==> src/rtl/uart_rx_fifo.sv <==
// uart_rx_fifo: mid-bit sampling UART receiver with a show-ahead receive FIFO and sticky error status
module uart_rx_fifo #(
  parameter int FIFO_DEPTH = 8
) (
  input  logic        clk,
  input  logic        reset,
  input  logic [15:0] baudrate,
  input  logic [7:0]  control,
  input  logic        rxd,
  input  logic        read_rx,
  output logic        rx_valid,
  output logic [7:0]  rxdata,
  output logic [7:0]  status
);
  localparam int AW = $clog2(FIFO_DEPTH);
  typedef enum logic [2:0] {IDLE, START, DATA, PARITY, STOP} state_t;
  state_t state;
  logic s1, rxs, rxs_d;
  logic [15:0] cnt, baud_r, baud_eff, half_m1;
  logic [2:0] idx;
  logic [7:0] data;
  logic par_en, odd_r, perr;
  logic [7:0] mem [FIFO_DEPTH];
  logic [AW:0] wptr, rptr, rptr_nx, wptr_nx;
  logic en, tick, fall, samp_stop, push, pop, full, wr;
  logic ovr_ev, fe_ev, pe_ev, brk_ev;
  logic st_ovr, st_fe, st_pe, st_brk;
  logic unused_ctrl;
  assign unused_ctrl = ^{control[7:6], control[3]};
  assign en        = control[0];
  assign baud_eff  = (baudrate < 16'd4) ? 16'd4 : baudrate;
  assign half_m1   = (baud_eff >> 1) - 16'd1;
  assign tick      = cnt == 16'd0;
  assign fall      = rxs_d && !rxs;
  assign samp_stop = en && state == STOP && tick;
  assign push      = samp_stop && rxs;
  assign fe_ev     = samp_stop && !rxs;
  assign brk_ev    = fe_ev && data == 8'h00 && !perr;
  assign pe_ev     = en && state == PARITY && tick && ((^data ^ rxs) != odd_r);
  assign rx_valid  = wptr != rptr;
  assign full      = wptr == {~rptr[AW], rptr[AW-1:0]};
  assign pop       = read_rx && rx_valid;
  assign wr        = push && !control[4] && (!full || pop);
  assign ovr_ev    = push && !control[4] && full && !pop;
  assign rptr_nx   = rptr + {{AW{1'b0}}, pop};
  assign wptr_nx   = wptr + {{AW{1'b0}}, wr};
  assign status    = {1'b0, st_brk, state != IDLE, st_pe, st_fe, st_ovr, full, rx_valid};
  always_ff @(posedge clk) begin
    if (reset) begin
      s1    <= 1'b1;
      rxs   <= 1'b1;
      rxs_d <= 1'b1;
    end else begin
      s1    <= rxd;
      rxs   <= s1;
      rxs_d <= rxs;
    end
  end
  // Frame configuration is latched on the start edge so mid-frame control changes cannot corrupt it
  always_ff @(posedge clk) begin
    if (reset) begin
      state  <= IDLE;
      cnt    <= '0;
      baud_r <= 16'd4;
      idx    <= '0;
      data   <= '0;
      par_en <= 1'b0;
      odd_r  <= 1'b0;
      perr   <= 1'b0;
    end else if (!en) begin
      state <= IDLE;
    end else begin
      case (state)
        IDLE: if (fall) begin
          state  <= START;
          cnt    <= half_m1;
          baud_r <= baud_eff;
          par_en <= control[1];
          odd_r  <= control[2];
        end
        START: if (tick) begin
          state <= rxs ? IDLE : DATA;
          cnt   <= baud_r - 16'd1;
          idx   <= '0;
          perr  <= 1'b0;
        end else cnt <= cnt - 16'd1;
        DATA: if (tick) begin
          data  <= {rxs, data[7:1]};
          idx   <= idx + 3'd1;
          cnt   <= baud_r - 16'd1;
          state <= (idx == 3'd7) ? (par_en ? PARITY : STOP) : DATA;
        end else cnt <= cnt - 16'd1;
        PARITY: if (tick) begin
          perr  <= pe_ev;
          state <= STOP;
          cnt   <= baud_r - 16'd1;
        end else cnt <= cnt - 16'd1;
        STOP: if (tick) state <= IDLE;
              else cnt <= cnt - 16'd1;
        default: state <= IDLE;
      endcase
    end
  end
  always_ff @(posedge clk) if (wr) mem[wptr[AW-1:0]] <= data;
  // rxdata is registered from the post-update head, so a push into an empty FIFO shows next cycle
  always_ff @(posedge clk) begin
    if (reset) begin
      wptr   <= '0;
      rptr   <= '0;
      rxdata <= '0;
    end else if (control[4]) begin
      wptr <= '0;
      rptr <= '0;
    end else begin
      wptr <= wptr_nx;
      rptr <= rptr_nx;
      if (wptr_nx != rptr_nx) rxdata <= (wr && wptr == rptr_nx) ? data : mem[rptr_nx[AW-1:0]];
    end
  end
  always_ff @(posedge clk) begin
    if (reset) begin
      st_ovr <= 1'b0;
      st_fe  <= 1'b0;
      st_pe  <= 1'b0;
      st_brk <= 1'b0;
    end else begin
      st_ovr <= (st_ovr && !control[5]) || ovr_ev;
      st_fe  <= (st_fe  && !control[5]) || fe_ev;
      st_pe  <= (st_pe  && !control[5]) || pe_ev;
      st_brk <= (st_brk && !control[5]) || brk_ev;
    end
  end
endmodule

==> config.mk <==
export PLATFORM = sky130hd
export DESIGN_NAME = uart_rx_fifo
export DESIGN_NICKNAME = d
export VERILOG_FILES = /design/src/rtl/uart_rx_fifo.sv
export SDC_FILE = /design/constraint.sdc
export NUM_CORES = 1
export LEC_CHECK = 0
export CAP_MARGIN = 10
export CORE_MARGIN = 2
export CORE_UTILIZATION = 35
export CTS_CLUSTER_DIAMETER = 120
export DETAILED_ROUTE_END_ITERATION = 8
export PLACE_DENSITY = 0.55
export SYNTH_ARGS = -nofsm -noshare
export SYNTH_HDL_FRONTEND = slang
export SYNTH_SLANG_ARGS = --single-unit
==> constraint.sdc <==
create_clock -name clk -period 3.9 [get_ports clk]
set_input_delay 1.17 -clock clk [delete_from_list [all_inputs] [get_ports clk]]
set_output_delay 1.17 -clock clk [all_outputs]
set_load 0.01 [all_outputs]
==> results list, run 1 <==
- Before antenna repair, the detailed router went through 5 iterations.
* Count of buffers inserted at the top-level ports: 40
* Initial drt markers: a little under 400
- Setup slack after layout: between 0.1 and 0.15 ns
- Detailed routing inserted a total of approximately 5600 vias.
- CTS tree: built
- Upper clock frequency limit: roughly 0.26 GHz
* Hold violation count in the final report: 0
- Die Ht: 145 um
* Wire length of the first global-routing pass: just over 30 mm
* Post-Syn Instances: roughly 700
* Portion of the post-synthesis area used by sequential elements: 0.481
- In the final routed layout, each cell accounts on average for between 15 and 20 um.
- With fillers left out, the area of the finished cells amounts to between 8000 and 9000 um2.
- After global routing the overflow that remains totals 0.
* Startpoint types: input port
* Max stage delay cell, worst path: or4_1
- Fin. max-slew vios: 0
- Number of remaining DRC errors: 0
- Power after layout: between 3 and 4 mW
- Number of setup violations in the final report: 0
- Of all nets on the critical path, the largest fanout is 5.
- In this run the power density over the cells is between 400 and 500 nW/um2.
- Entering global routing, the biggest net connects 46 pins.
- Full die area: between 20000 and 25000 um2
- On the final layout, the worst hold slack is a little over 0.4 ns.
- Clock transition at the register clock pins on the worst setup and hold paths after CTS: ~0.06 ns
* Maximum cell stage delay along the critical path: approximately 0.46 ns
- The synthesized design contains approximately 140 register bits.
* Max-capacitance violation count: 0
* Number of placement rows: about 50
- The longest clock path from root to sink contains 2 buffers.
- For this run, the total global-route usage over all layers was measured as 0.183.
* Initial standard-cell utilization of the core: 0.358
* GR met1 Demand/Resource: 0.236
* Combined area of all synthesized cells: 6990 um2
- Grt met3 use: 0.0420
* Die width: ~150 um
* Detailed Place HPWL: roughly 14 mm
- After the last flow step, the layout net total stands at 804.
- The worst pin sits at a relative slew slack of 0.444.
* Critical Setup Path Class: input port to flop
- Summing all placed instances gives a cell area of approximately 7900 um2.
- For this design, the CTS-stage hold fixing added 0 buffers.
* Share of the cycle needed by the critical path after routing: 0.968
* Count of boundary I/O pins: 45
* Final critical-path required period: 3.78 ns
- In this run, synthesis inferred 64 flip-flops with an integrated enable.
- Class of the tightest hold or removal check: flop to flop
- The via count of the first global-routing pass is between 5000 and 6000.
* Total clock buffers created by CTS: 17
* Arrival time reported for the critical path endpoint: just over 4 ns
- At the pin with the least slew margin, the transition time is 0.832 ns.
- Data required time at the worst endpoint: around 4.2 ns
- Final GP Congestion: about 0.94
- Element type at the critical path end: flop
* Kind of cell with the highest combined delay on the critical path: simple AND/OR/NAND/NOR gates
* Post-CTS Setup Bufs: 0
* Nets in the synthesized netlist: 734
- The most used flip-flop cell after synthesis is dfxtp_1.
- Summed over all cells, the static leakage comes to slightly above 3 nW.
- Of the cells placed in the final design, the portion with a size suffix greater than 1 is 0.142.
- Using the TritonRoute via totals, the vias-per-cell ratio works out to around 5.4.
- Sum of routed wire length over all layers: between 15 and 20 mm
- The number of antenna diodes in the final layout is 0.
- After synthesis, the mean cell area works out to 10.1 um2.
- Async S/R FF share, synth: 0
- The clock reaches the later pin of the worst-skew pair after between 0.4 and 0.5 ns.
- Area of the core region: just under 20000 um2
* Number of fillers in the final layout: roughly 1900
- Across the routed clock network, the largest skew measured is between 0.006 and 0.007 ns.
- The flow ran to the end, and the final reports show no timing, DRC or antenna violations.
- DRT antenna net count: 0
- The clock drives 136 sinks.
- Timing analysis after detailed placement gives a worst setup slack of -0.329 ns.
* Htree depth: 4
- M2 GR Usage: 0.301
* CTS root buf: clkbuf_16
- CP cell instances: clkdlybuf4s50_1 > or2_2 > or4_1 > nor2_1 > nor2b_1 > inv_1 > ha_1 > nor3b_2 > nand2b_1 > or3_1 > xnor2_1 > a221oi_1 > a211oi_1
- Setup tns final: 0 ns
- Highest-utilization routing layer at the global route stage: met2
- Synth cell types: between 60 and 70
* Worst path buffer plus inverter count: 2
- The initial antenna violation count is 0.
- For this run, the number of Yosys warnings is 0.
- Peak supply drop: 0.292 mV
- Relative to the synthesized area, the layout overhead comes to 21.4%.
## placed cells by master, fill, tap and decap left out, types with 7 or more instances in the layout
master,instances
nand2_1,84
dfxtp_1,72
edfxtp_1,64
nor2_1,58
buf_4,51
a21oi_1,44
clkdlybuf4s50_1,39
xnor2_1,29
mux2i_1,25
xor2_1,23
nor3_1,22
inv_1,21
o21ai_0,18
nand3_1,18
clkbuf_16,17
mux4_2,16
ha_1,14
nor4_1,11
a31oi_1,9
or3_1,9
nand4_1,8
a22o_1,8
nand2b_1,7
## sequential cells by signal, indices dropped and copies added, names as in the netlist
register  flops
rxs_d         1
perr          1
par_en        1
wptr          4
rxdata        8
rxs           1
data          8
st_pe         1
mem          64
st_fe         1
s1            1
idx           3
st_ovr        1
odd_r         1
st_brk        1
state         3
baud_r       16
cnt          16
rptr          4
## power by group
part           switching [mW]  internal [mW]  leakage, nW
clock                   0.639          0.876        0.256
combinational           0.281          0.177         1.56
sequential             0.0233           1.50         1.22
## cells by family (layout without fill, tap and decap cells)
family	Yosys count	in the layout	synth area share
fa+ha+maj	14	14	0.0251
other cells	1	1	0.000536
flops	136	136	0.481
simple gates	260	260	0.185
mux	41	41	0.0873
compound gates	126	126	0.116
xor+xnor	52	52	0.0651
buf+inv	62	144	0.0401
## area by class of cell
type | instances | area [um2] | share of cell area
repair buffers | 92 | 798 | 0.0941
inverters | 21 | 78.8 | 0.00929
clock buffers | 17 | 425 | 0.0501
clock inverters | 14 | 124 | 0.0146
multi-input cells | 494 | 3370 | 0.397
well taps | 265 | 332 | 0.0391
flip-flops and latches | 136 | 3360 | 0.396
## stage by stage
stage,std cells,util
2_1_floorplan,692,-
3_3_place_gp,1008,0.406
3_5_place_dp,1008,0.406
4_1_cts,1039,0.434
5_1_grt,1039,0.435
6_report,1039,0.435
## path summary, 6_finish.rpt
kind / slack, ns / end / cells past startpoint / from
setup / recovery: 0.12 / cnt[12] / 13 / baudrate[4]
hold / removal: 0.41 / rxs / 1 / s1
setup reg to reg: 0.77 / rxdata[1] / 11 / state[0]
hold reg to reg: 0.41 / rxs / 1 / s1
## repair_timing
| item | CTS | global route |
|---|---|---|
| setup endpoints to repair | 0 | 3 |
| hold endpoints to repair | 0 | 0 |
| resized for setup | 0 | 2 |
## cell usage after synthesis (3+ instances only)
library cell | count | area [um2]
nand3_1 | 18 | 90.1
o211ai_1 | 6 | 45.0
dfxtp_1 | 72 | 1440
buf_2 | 7 | 35.0
nor4b_1 | 3 | 26.3
a21oi_1 | 44 | 220
xor2_1 | 23 | 201
nand2_1 | 84 | 315
or4_1 | 6 | 45.0
o21a_1 | 4 | 30.0
inv_1 | 21 | 78.8
a2bb2oi_1 | 3 | 26.3
o21ai_0 | 18 | 90.1
buf_4 | 8 | 60.1
a31oi_1 | 9 | 56.3
mux4_2 | 16 | 360
or3_1 | 9 | 56.3
o22ai_1 | 5 | 31.3
xnor2_1 | 29 | 254
nor2_1 | 58 | 218
or2_2 | 6 | 37.5
nor2b_1 | 4 | 25.0
a211oi_1 | 5 | 37.5
clkbuf_1 | 23 | 86.3
edfxtp_1 | 64 | 1920
nor3b_1 | 3 | 22.5
a22o_1 | 8 | 70.1
ha_1 | 14 | 175
mux2i_1 | 25 | 250
nand2b_1 | 7 | 43.8
and2_1 | 6 | 37.5
nor4_1 | 13 | 81.3
nor3_1 | 22 | 110
nand4_1 | 8 | 50.1
## metal layers
layer / vias to the layer above / part of all wire
met5: - / 0
met4: 0 / 0.027
met3: 31 / 0.056
met2: 197 / 0.48
met1: 2726 / 0.43
li1: 2674 / -
Power figures use the tool's default switching activity.
==> inputs of run 2 (changes only) <==
Settings changed: ABC_CLOCK_PERIOD_IN_PS from default to 4900, PLACE_DENSITY 0.55 to 0.53.
Clock period 3.9 ns to 4.9 ns, I/O delays scaled along.
==> run 2 against run 1 <==
Compared with the run above: global-route usage shrank 0.72 points; cell count shrank 2.4%; die area is the same; clock skew grew 0.0022 ns; sequential power shrank 20%; non-clock buffer count shrank 26; via count shrank 3.1%; total power shrank 19%; critical endpoint is now cnt[10]; largest cell class is now sequential cells.
==> results list, run 2 (same netlist as run 1, synthesis figures left out) <==
- The number of antenna diodes in the final layout is 0.
* Data required time at the worst endpoint: between 5 and 6 ns
- For this run, the total global-route usage over all layers was measured as 0.176.
- The startpoint identified for the worst register-to-register timing path is wptr[1].
- Post-cts repair resize count: 0
* Routed WL per cell: between 15 and 20 um
* Class of the tightest hold or removal check: flop to flop
- The path with the worst hold slack has its endpoint at rxs.
- Worst R2R Path Depth: 11
* Unrepaired setup endpoints after global routing: false
* Total gr overflow: 0
* Area growth, synth to finish: 18.8%
* Clock Latency Late Sink: ~0.42 ns
* Startpoint of the most critical hold path: s1
- CTS Sinks: about 140
- Across the VDD grid, the largest voltage drop is between 0.2 and 0.3 mV.
- The register with the most flip-flops in the layout has 64 of them.
- between 40 and 50 I/O pins were placed.
* Hold violation count in the final report: 0
* Full die area: about 21000 um2
- Final GP Congestion: 0.920
- After floorplanning, the core was sized to cover about 20000 um2.
* Max-capacitance violation count: 0
- The top cell types in the final layout, fill and taps aside, are nand2_1, dfxtp_1, edfxtp_1, nor2_1, a21oi_1.
- Most common cell after layout, fill and taps aside: nand2_1
* Sum of routed wire length over all layers: 17.9 mm
- Via density per instance: approximately 5.4
* Clock transition at the register clock pins on the worst setup and hold paths after CTS: around 0.060 ns
- The endpoint identified for the worst register-to-register timing path is rxdata[6].
- In the final layout, the share of cells above drive strength 1 is 0.113.
- Traced cell by cell, the critical path runs through clkdlybuf4s50_1 > or2_2 > or4_1 > nor2_1 > nor2b_1 > inv_1 > ha_1 > nor3b_1 > nand2b_1 > o31a_1 > o21a_1 > a211oi_1 > o41ai_1.
- Sequential cell area: between 3000 and 4000 um2
* Power density over the cells: between 300 and 400 nW/um2
- The worst setup path is captured at a flop.
* Power after layout: around 2.8 mW
- Before CTS, the worst setup slack after placement is roughly 0.18 ns.
- Post-CTS Setup Bufs: 0
* Number of fillers in the final layout: 1913
* Initial antenna violation count: 0
* Arrival time reported for the critical path endpoint: between 4 and 5 ns
* Count of buffers inserted at the top-level ports: 40
* CTS root buf: clkbuf_16
- Between clock sinks in the finished design, the worst skew comes to ~0.0084 ns.
- For this run, design rule violations remaining after detail routing come to 0.
- For this configuration, the core starts out at a cell density of 0.358.
- Along the worst hold path, the cell count comes to 1.
* Detail Route met2 WL: 8.79 mm
- Met3 wire length: 950 um
* Upper clock frequency limit: ~0.23 GHz
- The number of slew-limit violations in the final report was 0.
* Wire length of the first global-routing pass: between 20 and 30 mm
- Die width: ~150 um
* Number of setup violations in the final report: 0
* Critical Setup Path Class: input port to flop
- The clock passes through at most 2 buffers.
- Routed signal wires occupy layers up through met4.
* Final critical-path required period: roughly 4.3 ns
* Critical path fanouts, max: 6
- TritonCTS built the clock tree.
- In this run the vertical extent of the chip is approximately 150 um.
- The analysis attributes to cell leakage a power of 2.92 nW.
- Worst slew margin: 0.374
- Number of optimization iterations in the first detailed-route pass: 5
- Setup tns final: 0 ns
- The clock tree synthesis step divided the H-tree into 4 levels.
- Startpoint types: input port
- Detailed Place HPWL: 13.0 mm
* Pin count of the biggest net entering global routing: between 40 and 50
- DRT antenna net count: 0
* Fin nets: approximately 800
- For flop-to-flop paths, the worst setup slack is around 1.5 ns.
* Max stage delay cell, worst path: or4_1
- Via count: approximately 5500
- The largest single stage delay on the critical path is around 0.44 ns.
- Buffers inserted to repair hold after CTS numbered 0.
- Combined area of the multi-input logic cells: around 3400 um2
- The via count of the first global-routing pass is about 5500.
- Met1 Routed Length: just under 8 mm
* Setup slack after layout: roughly 0.6 ns
- Number of placement rows: 51
* Slew at the pin closest to its max-slew limit: 0.932 ns
- Run status: finished clean
* Initial drt markers: roughly 390
- Total clock buffers created by CTS: 17
- Share of the cycle needed by the critical path after routing: 0.877
==> run 2: cell types whose count changed in the layout (fill, tap and decap cells not counted), sizes merged <==
cell	change
buf	-26
bufinv	+1
clkbuf	+1
clkinvlp	-3
inv	+2
==> run 2: area by class of cell <==
cell class,instances,share of cell area
well taps,265,0.0399
flip-flops and latches,136,0.405
clock inverters,14,0.0191
inverters,21,0.00949
multi-input cells,494,0.404
repair buffers,66,0.0711
clock buffers,18,0.0517
==> run 2: metrics by stage <==
stage | utilization | instances | instance area, um2 | hold slack (ns)
after floorplan | - | 692 | 6990 | 0.389
after global placement | 0.395 | 982 | 7720 | 0.392
after detailed placement | 0.395 | 982 | 7720 | 0.393
after CTS | 0.425 | 1014 | 8310 | 0.407
after global routing | 0.425 | 1014 | 8310 | 0.430
final | 0.425 | 1014 | 8310 | 0.406
==> run 2: metal layers <==
| metal | global-route usage | vias up |
|---|---|---|
| li1 | - | 2626 |
| met1 | 0.218 | 2638 |
| met2 | 0.299 | 163 |
| met3 | 0.0467 | 24 |
| met4 | 0.0583 | 0 |
| met5 | 0 | - |
==> run 2: worst max-delay path: cells and delay by family <==
family	cells	cell delay (ns)
and+or+nand+nor	6	1.55
buffers and inverters	2	0.48
adders and majority gates	1	0.18
AOI/OAI and AO/OA	4	0.89
==> run 2: where the power goes <==
| group | internal (mW) | switching (mW) |
|---|---|---|
| combinational | 0.131 | 0.215 |
| sequential | 1.19 | 0.0182 |
| clock | 0.761 | 0.523 |
| total | 2.08 | 0.756 |
==> run 2: how the worst max path moves through the flow <==
| stage | from | end | slack [ns] | cells after the start |
|---|---|---|---|---|
| 3_5_place_dp | baudrate[4] | cnt[10] | 0.18 | 13 |
| 6_report | baudrate[4] | cnt[10] | 0.60 | 13 |
| 2_1_floorplan | baudrate[4] | cnt[12] | 0.83 | 12 |
| 5_1_grt | baudrate[10] | cnt[10] | 0.19 | 13 |
| 3_3_place_gp | baudrate[4] | cnt[10] | 0.27 | 13 |
| 4_1_cts | baudrate[4] | cnt[10] | 0.62 | 13 |
==> inputs of run 3 (changes only) <==
Settings changed: ABC_CLOCK_PERIOD_IN_PS 4900 to 4700.
Clock period 4.9 ns to 4.7 ns, I/O delays scaled along.
==> run 3 against run 2 <==
Compared with the run above: cell count is 0.59% higher; clock skew is 0.00073 ns higher; wire length is 3.0% higher; largest power group unchanged; total power is 2.0% higher.
==> results list, run 3 (same netlist as run 1, synthesis figures left out) <==
- Fraction of power consumed by the clock network: 0.438
- Logic gate share of total power: 0.126
* Count of boundary I/O pins: 45
- Routed WL per cell: between 15 and 20 um
* Fin nets: roughly 800
- Maximum cell stage delay along the critical path: between 0.4 and 0.5 ns
- Final non-filler cell area: roughly 8300 um2
* Peak supply drop: around 0.27 mV
* Full die area: between 20000 and 25000 um2
* Die Ht: between 100 and 150 um
* Post-cts repair resize count: 0
- The area growth from synthesis to layout is 18.9%.
- Inserted Diodes: 0
* Number of setup violations in the final report: 0
* Switching power total: 0.785 mW
* Clock Latency Late Sink: roughly 0.43 ns
* Via count of the first global-routing pass: 5488
- Area of the core region: slightly below 20000 um2
* Endpoint of the worst-slack reg-to-reg timing path: rxdata[6]
- Slew at the pin closest to its max-slew limit: between 0.9 and 1 ns
- CTS Sinks: around 140
- After clock tree synthesis, the setup repair step added 0 buffers.
- STA classifies the critical path startpoint as an input port.
- Max stage delay cell, worst path: or4_1
- The flow ran to the end, and the final reports show no timing, DRC or antenna violations.
* Max-capacitance violation count: 0
* Hold Buf Count CTS: 0
- Number of optimization iterations in the first detailed-route pass: 5
* Post-route worst hold slack: just over 0.4 ns
- In this run the power density over the cells is approximately 350 nW/um2.
* Beginning of the critical path: baudrate[4]
- Across all layers, the routed design uses between 5000 and 6000 vias.
- Source of the worst register-to-register timing path: wptr[1]
- Count of buffers inserted at the top-level ports: 40
* Leak pwr: between 2 and 3 nW
- Initial antenna violation count: 0
* Hold violation count in the final report: 0
- Number of fillers in the final layout: around 1900
- Final GP Congestion: between 0.9 and 1
- Worst Skew: ~0.0091 ns
- In this run the worst setup path terminates at cnt[12].
- Max clock buf depth: 2
- TritonCTS created 17 clock buffers.
* Total gr overflow: 0
- Initial drt markers: around 340
- Cell internal power was estimated by the tool at 2.11 mW.
- Number of placement rows: just over 50
- Class of the tightest hold or removal check: flop to flop
- The tree is rooted in a clkbuf_16.
- Unrepaired setup endpoints after global routing: false
- In the routed layout, each cell is associated on average with a via count of roughly 5.4.
- Share of final-layout standard cells stronger than drive strength 1: 0.117
- Max reg flops: 64
- From left edge to right edge, the die measures around 150 um.
* Detailed Place HPWL: approximately 13 mm
- Traced cell by cell, the critical path runs through clkdlybuf4s50_1 > or2_2 > or4_1 > nor2_1 > nor2b_1 > inv_1 > ha_1 > nor3b_1 > nand2b_1 > or3_1 > xnor2_1 > a221oi_1 > a211oi_1.
- Wire length of the first global-routing pass: between 20 and 30 mm
- The share of total power dissipated in sequential elements is 0.435.
* Upper clock frequency limit: around 0.24 GHz
* Number of remaining DRC errors: 0
- For this run, the total global-route usage over all layers was measured as 0.177.
- Setup tns final: 0 ns
- Worst R2R Path Depth: 11
- The library cells used most frequently in the layout, excluding fill and tap cells, are nand2_1, dfxtp_1, edfxtp_1, nor2_1, a21oi_1.
* Switching fraction of total power: 0.271
* Worst slew margin: 0.362
* Power after layout: between 2 and 3 mW
- Data arrives at the worst endpoint at about 4.4 ns.
- Most common cell after layout, fill and taps aside: nand2_1
- Measured on the finished design, the core utilization comes to 0.426.
- After clock tree synthesis, the clock-pin slew on the worst setup and hold paths is 0.06 ns.
- Element type at the critical path end: flop
* Critical Setup Path Class: input port to flop
- Data required time at the worst endpoint: between 4 and 5 ns
- Once placement finished, the instance area stood at just under 8000 um2.
* Pin count of the biggest net entering global routing: 49
- The number of slew-limit violations in the final report was 0.
* Final critical-path required period: between 4 and 5 ns
- Of all nets on the critical path, the largest fanout is 6.
- DRT antenna net count: 0
* Initial standard-cell utilization of the core: 0.358
- Reg2Reg Setup Slack: 1.28 ns
- CTS tree: built
- Share of the cycle needed by the critical path after routing: 0.872
- After detailed routing, the total wire length is approximately 18 mm.
* Htree depth: 4
==> run 3: per-stage QoR <==
stage | cells | setup slack, ns
CTS | 1020 | 0.617
floorplan | 692 | 0.693
global placement | 988 | 0.217
finish | 1020 | 0.600
detailed placement | 988 | 0.172
global route | 1020 | 0.346
==> run 3: final cells by class <==
type / count / area, um2 / area share
sequential: 136 / 3360 / 0.405
clock inverter: 13 / 118 / 0.0141
multi-input combinational: 494 / 3350 / 0.403
inverter: 21 / 78.8 / 0.00948
tap: 265 / 332 / 0.0399
timing repair buffer: 72 / 636 / 0.0764
clock buffer: 19 / 433 / 0.0521
==> run 3: metal layers <==
| layer | global-route usage | wire length [um] |
|---|---|---|
| met5 | 0 | 0 |
| met1 | 0.220 | 7950 |
| met2 | 0.297 | 9030 |
| met3 | 0.0389 | 959 |
| met4 | 0.0779 | 552 |
==> run 3: worst min-delay path by stage <==
stage                     startpoint   to  slack, ns  cells after the start
final                             s1  rxs       0.41                      1
after floorplan                   s1  rxs       0.39                      1
after CTS                         s1  rxs       0.41                      1
after detailed placement          s1  rxs       0.40                      1
after global placement            s1  rxs       0.39                      1
after global routing              s1  rxs       0.44                      1
==> run 3: worst max-delay path, delay by kind of cell <==
family | cells | cell delay [ns]
xor gates and xnor gates | 1 | 0.14
adders and majority gates | 1 | 0.21
AOI/OAI and AO/OA | 2 | 0.37
buffers and inverters | 2 | 0.48
and+or+nand+nor | 7 | 1.78
==> run 3: power by group through the flow <==
stage,clock (mW),sequential [mW],combinational [mW]
floorplan,0,1.28,0.232
global placement,0,1.29,0.356
detailed placement,0,1.29,0.359
CTS,1.29,1.26,0.361
global route,1.34,1.26,0.395
finish,1.27,1.26,0.366
